### src/rtl/rv_muldiv_seq_if.sv
// Control-side bundle between the M-extension sequencer and its ALU2 datapath.
interface rv_muldiv_seq_if #(
  parameter int unsigned XLEN = 32
);
  localparam int unsigned CW = $clog2(XLEN);

  // Requests and datapath status toward the sequencer
  logic          i_flush;
  logic          i_start;
  logic [2:0]    i_funct3;
  logic          i_op1_sign;
  logic          i_op2_sign;
  logic          i_op2_zero;
  logic          i_carry;

  // Handshake and datapath strobes from the sequencer
  logic          o_ready;
  logic          o_busy;
  logic          o_load;
  logic          o_neg_op1;
  logic          o_neg_op2;
  logic          o_step;
  logic          o_sub;
  logic          o_restore;
  logic          o_neg_quot;
  logic          o_neg_rem;
  logic          o_div0;
  logic [1:0]    o_res_sel;
  logic [CW-1:0] o_cnt;
  logic          o_done;

  modport slave (
    input  i_flush, i_start, i_funct3, i_op1_sign, i_op2_sign, i_op2_zero, i_carry,
    output o_ready, o_busy, o_load, o_neg_op1, o_neg_op2, o_step, o_sub, o_restore,
           o_neg_quot, o_neg_rem, o_div0, o_res_sel, o_cnt, o_done
  );

  modport master (
    output i_flush, i_start, i_funct3, i_op1_sign, i_op2_sign, i_op2_zero, i_carry,
    input  o_ready, o_busy, o_load, o_neg_op1, o_neg_op2, o_step, o_sub, o_restore,
           o_neg_quot, o_neg_rem, o_div0, o_res_sel, o_cnt, o_done
  );
endinterface

### src/rtl/rv_muldiv_seq.sv
// Sequencer for the iterative MUL/DIV/REM datapath: walks LOAD/NEG/ITER/FIX/DONE
// and emits the datapath strobes. Holds only the op code, sign/zero flags and
// the iteration counter; operand data lives in the datapath.
module rv_muldiv_seq #(
  parameter int unsigned XLEN      = 32,
  parameter bit          EARLY_OUT = 1'b1
) (
  input  logic           i_clk,
  input  logic           i_reset_n,
  rv_muldiv_seq_if.slave bus
);

  localparam int unsigned    CW       = $clog2(XLEN);
  localparam logic [CW-1:0]  CNT_LAST = CW'(XLEN - 1);

  localparam logic [2:0] S_IDLE = 3'd0;
  localparam logic [2:0] S_LOAD = 3'd1;
  localparam logic [2:0] S_NEG  = 3'd2;
  localparam logic [2:0] S_ITER = 3'd3;
  localparam logic [2:0] S_FIX  = 3'd4;
  localparam logic [2:0] S_DONE = 3'd5;

  logic [2:0]    state_q,  state_d;
  logic [CW-1:0] cnt_q,    cnt_d;
  logic [2:0]    funct3_q, funct3_d;
  logic          s1_q,     s1_d;
  logic          s2_q,     s2_d;
  logic          zero_q,   zero_d;

  logic is_div;
  logic is_sdiv;
  logic div0;

  // Op classification from the latched funct3 (bit 2 = div/rem, bit 0 = unsigned)
  assign is_div  = funct3_q[2];
  assign is_sdiv = funct3_q[2] & ~funct3_q[0];
  assign div0    = is_div & zero_q;

  // State, counter and latched op attributes
  always_ff @(posedge i_clk or negedge i_reset_n) begin
    if (!i_reset_n) begin
      state_q  <= S_IDLE;
      cnt_q    <= '0;
      funct3_q <= 3'b000;
      s1_q     <= 1'b0;
      s2_q     <= 1'b0;
      zero_q   <= 1'b0;
    end else begin
      state_q  <= state_d;
      cnt_q    <= cnt_d;
      funct3_q <= funct3_d;
      s1_q     <= s1_d;
      s2_q     <= s2_d;
      zero_q   <= zero_d;
    end
  end

  // Next-state, counter and op-latch logic; flush overrides everything
  always_comb begin
    state_d  = state_q;
    cnt_d    = cnt_q;
    funct3_d = funct3_q;
    s1_d     = s1_q;
    s2_d     = s2_q;
    zero_d   = zero_q;

    case (state_q)
      S_IDLE: begin
        if (bus.i_start && !bus.i_flush) begin
          state_d  = S_LOAD;
          funct3_d = bus.i_funct3;
          s1_d     = bus.i_op1_sign;
          s2_d     = bus.i_op2_sign;
          zero_d   = bus.i_op2_zero;
        end
      end
      S_LOAD: begin
        if (div0 && (EARLY_OUT != 1'b0)) begin
          state_d = S_DONE;
        end else if (is_sdiv && (s1_q || s2_q)) begin
          state_d = S_NEG;
        end else begin
          state_d = S_ITER;
          cnt_d   = '0;
        end
      end
      S_NEG: begin
        state_d = S_ITER;
        cnt_d   = '0;
      end
      S_ITER: begin
        if (cnt_q == CNT_LAST) begin
          state_d = S_FIX;
          cnt_d   = '0;
        end else begin
          cnt_d = cnt_q + CW'(1);
        end
      end
      S_FIX:   state_d = S_DONE;
      S_DONE:  state_d = S_IDLE;
      default: state_d = S_IDLE;
    endcase

    if (bus.i_flush) begin
      state_d = S_IDLE;
      cnt_d   = '0;
    end
  end

  // Handshake and strobes decoded from the registered state
  assign bus.o_ready    = (state_q == S_IDLE);
  assign bus.o_busy     = (state_q != S_IDLE);
  assign bus.o_load     = (state_q == S_LOAD);
  assign bus.o_neg_op1  = (state_q == S_NEG) & s1_q;
  assign bus.o_neg_op2  = (state_q == S_NEG) & s2_q;
  assign bus.o_step     = (state_q == S_ITER);
  assign bus.o_sub      = (state_q == S_ITER) & is_div;
  assign bus.o_restore  = (state_q == S_ITER) & is_div & ~bus.i_carry;
  assign bus.o_neg_quot = (state_q == S_FIX) & (funct3_q == 3'b100) & (s1_q ^ s2_q) & ~zero_q;
  assign bus.o_neg_rem  = (state_q == S_FIX) & (funct3_q == 3'b110) & s1_q;
  assign bus.o_div0     = (state_q != S_IDLE) & div0;
  assign bus.o_cnt      = cnt_q;
  assign bus.o_done     = (state_q == S_DONE) & ~bus.i_flush;

  // Result mux select: low product, high product, quotient, remainder
  assign bus.o_res_sel  = funct3_q[2] ? {1'b1, funct3_q[1]} : {1'b0, |funct3_q[1:0]};

endmodule

### src/flat_wrapper.sv
// flat-port wrapper written by rule: the top's interface ports become plain ports
module rv_muldiv_seq_flat 
#(
  parameter int unsigned XLEN      = 32,
  parameter bit          EARLY_OUT = 1'b1
)
  (i_clk, i_reset_n, bus_i_flush, bus_i_start, bus_i_funct3, bus_i_op1_sign, bus_i_op2_sign, bus_i_op2_zero, bus_i_carry, bus_o_ready, bus_o_busy, bus_o_load, bus_o_neg_op1, bus_o_neg_op2, bus_o_step, bus_o_sub, bus_o_restore, bus_o_neg_quot, bus_o_neg_rem, bus_o_div0, bus_o_res_sel, bus_o_cnt, bus_o_done);
  rv_muldiv_seq_if #(.XLEN(XLEN)) bus_i ();
  input  logic i_clk;
  input  logic i_reset_n;
  input wire logic [$bits(bus_i.i_flush)-1:0] bus_i_flush;
  input wire logic [$bits(bus_i.i_start)-1:0] bus_i_start;
  input wire logic [$bits(bus_i.i_funct3)-1:0] bus_i_funct3;
  input wire logic [$bits(bus_i.i_op1_sign)-1:0] bus_i_op1_sign;
  input wire logic [$bits(bus_i.i_op2_sign)-1:0] bus_i_op2_sign;
  input wire logic [$bits(bus_i.i_op2_zero)-1:0] bus_i_op2_zero;
  input wire logic [$bits(bus_i.i_carry)-1:0] bus_i_carry;
  output wire logic [$bits(bus_i.o_ready)-1:0] bus_o_ready;
  output wire logic [$bits(bus_i.o_busy)-1:0] bus_o_busy;
  output wire logic [$bits(bus_i.o_load)-1:0] bus_o_load;
  output wire logic [$bits(bus_i.o_neg_op1)-1:0] bus_o_neg_op1;
  output wire logic [$bits(bus_i.o_neg_op2)-1:0] bus_o_neg_op2;
  output wire logic [$bits(bus_i.o_step)-1:0] bus_o_step;
  output wire logic [$bits(bus_i.o_sub)-1:0] bus_o_sub;
  output wire logic [$bits(bus_i.o_restore)-1:0] bus_o_restore;
  output wire logic [$bits(bus_i.o_neg_quot)-1:0] bus_o_neg_quot;
  output wire logic [$bits(bus_i.o_neg_rem)-1:0] bus_o_neg_rem;
  output wire logic [$bits(bus_i.o_div0)-1:0] bus_o_div0;
  output wire logic [$bits(bus_i.o_res_sel)-1:0] bus_o_res_sel;
  output wire logic [$bits(bus_i.o_cnt)-1:0] bus_o_cnt;
  output wire logic [$bits(bus_i.o_done)-1:0] bus_o_done;
  assign bus_i.i_flush = bus_i_flush;
  assign bus_i.i_start = bus_i_start;
  assign bus_i.i_funct3 = bus_i_funct3;
  assign bus_i.i_op1_sign = bus_i_op1_sign;
  assign bus_i.i_op2_sign = bus_i_op2_sign;
  assign bus_i.i_op2_zero = bus_i_op2_zero;
  assign bus_i.i_carry = bus_i_carry;
  assign bus_o_ready = bus_i.o_ready;
  assign bus_o_busy = bus_i.o_busy;
  assign bus_o_load = bus_i.o_load;
  assign bus_o_neg_op1 = bus_i.o_neg_op1;
  assign bus_o_neg_op2 = bus_i.o_neg_op2;
  assign bus_o_step = bus_i.o_step;
  assign bus_o_sub = bus_i.o_sub;
  assign bus_o_restore = bus_i.o_restore;
  assign bus_o_neg_quot = bus_i.o_neg_quot;
  assign bus_o_neg_rem = bus_i.o_neg_rem;
  assign bus_o_div0 = bus_i.o_div0;
  assign bus_o_res_sel = bus_i.o_res_sel;
  assign bus_o_cnt = bus_i.o_cnt;
  assign bus_o_done = bus_i.o_done;
  rv_muldiv_seq #(.XLEN(XLEN), .EARLY_OUT(EARLY_OUT)) u_core (.i_clk(i_clk), .i_reset_n(i_reset_n), .bus(bus_i));
endmodule
### config.mk
export PLATFORM = sky130hd
export DESIGN_NAME = rv_muldiv_seq_flat
export DESIGN_NICKNAME = d
export VERILOG_FILES = /design/src/rtl/rv_muldiv_seq_if.sv /design/src/rtl/rv_muldiv_seq.sv /design/src/flat_wrapper.sv
export SDC_FILE = /design/constraint.sdc
export NUM_CORES = 1
export LEC_CHECK = 0
export BUFFER_PORTS_ARGS = -buffer_cell sky130_fd_sc_hd__buf_2
export CAP_MARGIN = 20
export CORE_UTILIZATION = 28
export CTS_CLUSTER_SIZE = 20
export DETAILED_ROUTE_END_ITERATION = 8
export PLACE_DENSITY = 0.48
export RECOVER_POWER = 25
export SYNTH_ARGS = -nofsm -noshare
export SYNTH_HDL_FRONTEND = slang
export SYNTH_SLANG_ARGS = --single-unit
export TNS_END_PERCENT = 20
### constraint.sdc
create_clock -name i_clk -period 1.99 [get_ports i_clk]
set_clock_uncertainty 0.1 [all_clocks]
set_input_delay 0.597 -clock i_clk [delete_from_list [all_inputs] [get_ports i_clk]]
set_output_delay 0.597 -clock i_clk [all_outputs]
set_load 0.005 [all_outputs]
==> out/results.txt, run 1 <==
Outcome -> complete, but fails checks
Failing checks -> setup timing
Clock buffer depth -> 2
Worst path cell trace -> nor2_4, nand4b_1, nor4b_2, buf_2
Pin count of the biggest net entering global routing -> 15
Post-Synthesis Cells -> 100
Non-filler instance count after layout -> 183
First-pass GRT wire length -> 3620 um
Leading cell type in the layout, fill and taps excluded -> buf_2
Critical path arrival -> 1.43 ns
Post-route ant nets -> 0
Syn_area_per_cell -> 8.93 um^2
Hold Crit Class -> in -> async
Commonest non-fill, non-tap cells in the layout -> buf_2 (27), buf_4 (10), dfrtp_1 (10)
Slew @ Worst Pin -> 0.807 ns
I/O pin total -> 30
RSZ-0062 raised after global routing -> yes
DR vias/cell -> 4.57
Die Ht -> 58.5 um
Crit path capture type -> primary output
Final Setup Violations -> 10
Total track usage -> 14.4%
Clk slew on worst S/H paths -> 0.10 ns
Syn. warnings -> 0
Setup WS post-layout -> -0.132 ns
Max_slew headroom -> 46.2%
Post-layout util -> 40.7%
CTS buffer count -> 3
Fmax -> 471 MHz
Slowest CP cell -> dfrtp_2
Vias in the first global route -> 769
Peak supply drop -> 561 uV
Core area -> 0.00303 mm^2
Post-Syn Nets -> 114
Fin crit share -> 107%
H-tree Lvls -> 1
Leak -> 0.637 nW
Routed vias -> 837
CTS root buf -> clkbuf_4
Pwr dens -> 1250 mW/mm^2
Area Growth Syn to Fin -> 38.1%
Initial Util -> 29.5%
TritonCTS clock tree -> yes
Crit path max fanout -> 7
Final Hold Fails -> 0
Max cap viols -> 0
WP data required -> 1.29 ns
Cells after DPL -> 173
Register area -> 355 um^2
IO buf count -> 29
ANT cells -> 0
Placer congestion estimate -> 0.729
# clock sinks -> 14
Share of layout cells above drive strength 1 -> 48.2%
Wire per inst -> 12.6 um
Cell Area, Synth -> 893 um^2
Die ar. -> 0.00342 mm^2
Max-slew violation count -> 0
Synth Register Bits -> 14
# fillers -> 316
Crit path largest cell delay -> 0.47 ns
Grt total ovfl -> 0
NumNets Final -> 154
DRC viols -> 0
Drt total wl -> 2310 um
Clock latency on the worst-skew pair -> 0.29 ns
Crit Path Class -> reg -> out
DR pass1 iterations -> 4
Final min period -> 2.12 ns
Die X -> 58.5 um
Top cell type by total area after synthesis -> dfrtp_1
FP Rows -> 20
DR iter-0 viols -> 13
Startpoint types -> register
Setup TNS -> -0.792 ns
Multi-input gate area -> 527 um^2
Top post-synthesis cells by area -> dfrtp_1 (39%), mux2_2 (7.6%), a21oi_1 (5.0%)
Setup WS pre-CTS -> 0.103 ns
HPWL after detailed placement -> 1700 um
Post-synthesis sequential area ratio -> 39.2%
Initial antenna violation count -> 0
Yosys cell types -> 34
Top-area cell type share of the netlist area -> 39.2%
-- Yosys cell counts, drive strengths merged --
| cell type | instances |
|---|---|
| a21oi | 9 |
| a21bo | 1 |
| or3 | 1 |
| nand2 | 9 |
| o21bai | 3 |
| buf | 6 |
| o21ai | 2 |
| inv | 5 |
| nand4b | 1 |
| a32o | 1 |
| ha | 3 |
| o31ai | 1 |
| o32a | 1 |
| nor2b | 6 |
| a21boi | 1 |
| nand2b | 1 |
| nor4b | 1 |
| dfrtp | 14 |
| nand3 | 3 |
| a211o | 1 |
| a21o | 2 |
| and3b | 1 |
| mux2 | 6 |
| nor3b | 2 |
| nor2 | 11 |
| nor3 | 3 |
| or4 | 1 |
| and3 | 3 |
| and2 | 1 |
-- what timing repair did --
item / in CTS / in global routing
endpoints found under the setup margin: 13 / 12
pin swaps: 1 / 0
hold buffers: 0 / 0
cloned: 0 / 0
gates resized for setup: 13 / 5
setup buffers: 4 / 2
-- state kept, by name (all words and copies together), names as in the netlist --
register and cells:
u_core.bus.o_cnt 5, u_core.funct3_q 3, u_core.s1_q 1, u_core.s2_q 1, u_core.state_q 3, u_core.zero_q 1
-- power by group --
| group | internal [mW] | switching, mW |
|---|---|---|
| combinational | 0.448 | 0.357 |
| clock | 0.112 | 0.110 |
| sequential | 0.380 | 0.136 |
| total | 0.940 | 0.603 |
-- final timing paths --
| kind | start | slack [ns] | cells after the start | end |
|---|---|---|---|---|
| worst min-delay path | i_reset_n | 0.25 | 1 | u_core.bus.o_cnt[4] |
| max in group asynchronous | i_reset_n | 0.98 | 1 | u_core.funct3_q[2] |
| worst max register to register | u_core.bus.o_cnt[0] | 0.17 | 7 | u_core.bus.o_cnt[2] |
| min in group i_clk | bus_i_funct3[0] | 0.43 | 2 | u_core.funct3_q[0] |
| worst min register to register | u_core.s2_q | 0.44 | 1 | u_core.s2_q |
| worst max-delay path | u_core.state_q[1] | -0.13 | 4 | bus_o_neg_quot |
-- routing by layer --
metal / track usage, % / vias up / part of all wire (%)
li1: - / 425 / -
met1: 18.6 / 380 / 46
met2: 22.0 / 27 / 45
met3: 4.62 / 5 / 6.6
met4: 6.12 / 0 / 1.5
met5: 0 / - / 0
-- area by class of cell --
class / count / area share (%)
multi-input combinational: 75 / 42.7
sequential: 14 / 28.8
timing repair buffer: 41 / 19.6
tap: 44 / 4.46
clock buffer: 4 / 2.94
inverter: 5 / 1.52
-- worst max-delay path: cells and delay by family (launching register included) --
family        cells  cell delay [ns]
buf+inv           1             0.15
flops             1             0.47
simple gates      3             0.51
-- per-stage QoR --
step / hold WS (ns) / instance area (um^2) / power [mW]
global route: 0.302 / 1230 / 1.67
CTS: 0.101 / 1200 / 1.52
global placement: 0.423 / 1100 / 1.20
floorplan: 0.201 / 893 / 0.972
finish: 0.255 / 1230 / 1.54
detailed placement: 0.428 / 1100 / 1.20
-- kinds of logic after synthesis --
logic type,Yosys count,share of synthesized area [%]
and+or+nand+nor,44,26.1
AOI/OAI and AO/OA,22,16.5
DFF,14,39.2
buffers and inverters,11,6.44
muxes,6,7.56
adders and majority gates,3,4.20
Note: power is estimated with default switching activity, not from simulation.
==> inputs of run 2 (changes only) <==
Settings changed: SETUP_SLACK_MARGIN set to 0.1.
==> run 2 against run 1 <==
Against the previous run: the flow still finishes with violations (setup timing); critical path depth unchanged; non-clock buffer count unchanged; combinational power about the same; first-iteration DRC count up 7.7%; wire length is 0.43% higher; worst setup slack lost 0.0030 ns; global-route usage unchanged; maximum frequency down 0.14%; critical path type unchanged; critical endpoint unchanged; largest power group unchanged.
==> out/results.txt, run 2 (synthesized netlist as in run 1, its figures left out) <==
Total track usage -> 14.4% (unchanged)
FP Rows -> 20 (unchanged)
Crit path max fanout -> 7 (unchanged)
Final Setup Violations -> 10 (unchanged)
RR Startpoint -> u_core.bus.o_cnt[0] (unchanged)
Wire per inst -> 12.7 um (was 12.6 um)
Comb power frac -> 52.1% (about the same)
Non-filler instance count after layout -> 183 (unchanged)
Outcome -> complete, but fails checks (unchanged)
Switching power share of the total -> 39.1% (about the same)
CTS root buf -> clkbuf_4 (unchanged)
Final min period -> 2.13 ns (was 2.12 ns)
TritonCTS clock tree -> yes (unchanged)
CP Launch Point -> u_core.state_q[1] (unchanged)
Cell Int Power -> 0.941 mW (was 0.940 mW)
H-tree Lvls -> 1 (unchanged)
Clk slew on worst S/H paths -> 0.10 ns (about the same)
Cells after DPL -> 173 (unchanged)
Pin count of the biggest net entering global routing -> 15 (unchanged)
Leak -> 0.635 nW (was 0.637 nW)
Largest register FFs -> 5 (unchanged)
Failing checks -> setup timing (unchanged)
Placer congestion estimate -> 0.729 (unchanged)
Area Growth Syn to Fin -> 38.8% (was 38.1%)
Final Hold Fails -> 0 (unchanged)
Crit path capture type -> primary output (unchanged)
Peak supply drop -> 559 uV (was 561 uV)
Pwr dens -> 1250 mW/mm^2 (about the same)
HPWL after detailed placement -> 1700 um (unchanged)
Core area -> 0.00303 mm^2 (unchanged)
ANT cells -> 0 (unchanged)
Max-slew violation count -> 0 (unchanged)
Slew @ Worst Pin -> 0.805 ns (was 0.807 ns)
# clock sinks -> 14 (unchanged)
Vias in the first global route -> 769 (unchanged)
Grt total ovfl -> 0 (unchanged)
Clock latency on the worst-skew pair -> 0.30 ns (was 0.29 ns)
I/O pin total -> 30 (unchanged)
Clock share of power -> 14.4% (about the same)
Share of layout cells above drive strength 1 -> 49.6% (was 48.2%)
DRC viols -> 0 (unchanged)
Finished Cell Area -> 0.00124 mm^2 (was 0.00123 mm^2)
DR pass1 iterations -> 4 (unchanged)
CTS buffer count -> 3 (unchanged)
Fin crit share -> 107% (about the same)
Critical path arrival -> 1.43 ns (about the same)
NumNets Final -> 154 (unchanged)
Setup WS post-layout -> -0.135 ns (was -0.132 ns)
DR vias/cell -> 4.59 (was 4.57)
Die X -> 58.5 um (unchanged)
Commonest non-fill, non-tap cells in the layout -> buf_2 (27), buf_4 (10), nor2_1 (9), a21oi_1 (9), dfrtp_1 (9) (was buf_2 (27), buf_4 (10), dfrtp_1 (10))
Sequential power share -> 33.5% (about the same)
Max cap viols -> 0 (unchanged)
Drt total wl -> 2320 um (was 2310 um)
Overall Power -> 1.55 mW (was 1.54 mW)
DR iter-0 viols -> 14 (was 13)
Leading cell type in the layout, fill and taps excluded -> buf_2 (unchanged)
Startpoint types -> register (unchanged)
IO buf count -> 29 (unchanged)
Routed vias -> 840 (was 837)
Post-route ant nets -> 0 (unchanged)
Initial antenna violation count -> 0 (unchanged)
Die Ht -> 58.5 um (unchanged)
Fmax -> 470 MHz (was 471 MHz)
Placed Area -> 0.00110 mm^2 (unchanged)
WP data required -> 1.29 ns (about the same)
RSZ-0062 raised after global routing -> yes (unchanged)
First-pass GRT wire length -> 3620 um (unchanged)
WHS -> 0.251 ns (was 0.255 ns)
Clock buffer depth -> 2 (unchanged)
NetSw -> 0.604 mW (was 0.603 mW)
Crit Path Class -> reg -> out (unchanged)
Max_slew headroom -> 46.3% (was 46.2%)
Die ar. -> 0.00342 mm^2 (unchanged)
Initial Util -> 29.5% (unchanged)
Hold Crit Class -> in -> async (unchanged)
[run 2: changes by cell type in the layout (fill, tap and decap cells not counted)]
cell	delta
nor3b_2	+1
dfrtp_1	-1
nor3b_1	-1
dfrtp_2	+1
[run 2: timing repair]
item / 4_1_cts / 5_1_grt
resized for setup: 13 / 7
hold endpoints to repair: 0 / 0
setup buffers: 4 / 2
setup endpoints to repair: 13 / 16
hold buffers: 0 / 0
pin swaps: 1 / 0
[run 2: critical path: stages (launching register included)]
cell	delay, ns
dfrtp_2	0.47
nor2_4	0.13
nand4b_1	0.16
nor4b_2	0.22
buf_2	0.15
[run 2: final timing paths]
| kind | to | slack [ns] | depth (start not counted) |
|---|---|---|---|
| worst max-delay path | bus_o_neg_quot | -0.14 | 4 |
| worst min-delay path | u_core.bus.o_cnt[4] | 0.25 | 1 |
| worst max register to register | u_core.bus.o_cnt[3] | 0.19 | 7 |
| worst min register to register | u_core.s2_q | 0.44 | 1 |
| max in group asynchronous | u_core.funct3_q[2] | 0.98 | 1 |
| min in group i_clk | u_core.funct3_q[0] | 0.43 | 2 |
[run 2: stage by stage]
step | setup slack, ns | util, % | setup TNS (ns)
finish | -0.135 | 41.0 | -0.821
global route | -0.231 | 41.0 | -1.70
CTS | -0.156 | 39.7 | -0.819
detailed placement | 0.103 | 36.3 | 0
global placement | 0.120 | 36.3 | 0
floorplan | 0.189 | - | 0
[run 2: power groups by stage]
stage | sequential, mW | clock [mW] | combinational (mW)
3_3_place_gp | 0.513 | 0 | 0.686
6_report | 0.518 | 0.223 | 0.805
2_1_floorplan | 0.447 | 0 | 0.526
4_1_cts | 0.509 | 0.229 | 0.779
5_1_grt | 0.538 | 0.244 | 0.894
3_5_place_dp | 0.516 | 0 | 0.683
[run 2: final cells by class]
| class | count | area [um^2] |
|---|---|---|
| clock buffer | 4 | 36.3 |
| tap | 44 | 55.1 |
| fill | 315 | 1790 |
| multi-input combinational | 75 | 532 |
| timing repair buffer | 41 | 241 |
| inverter | 5 | 18.8 |
| sequential | 14 | 357 |
[run 2: per-layer routing]
layer | track usage (%) | routed length, um | vias to the layer above
met3 | 4.62 | 138 | 4
met4 | 6.12 | 32 | 0
met2 | 22.0 | 1060 | 26
met1 | 18.6 | 1100 | 384
li1 | - | - | 426
met5 | 0 | 0 | -
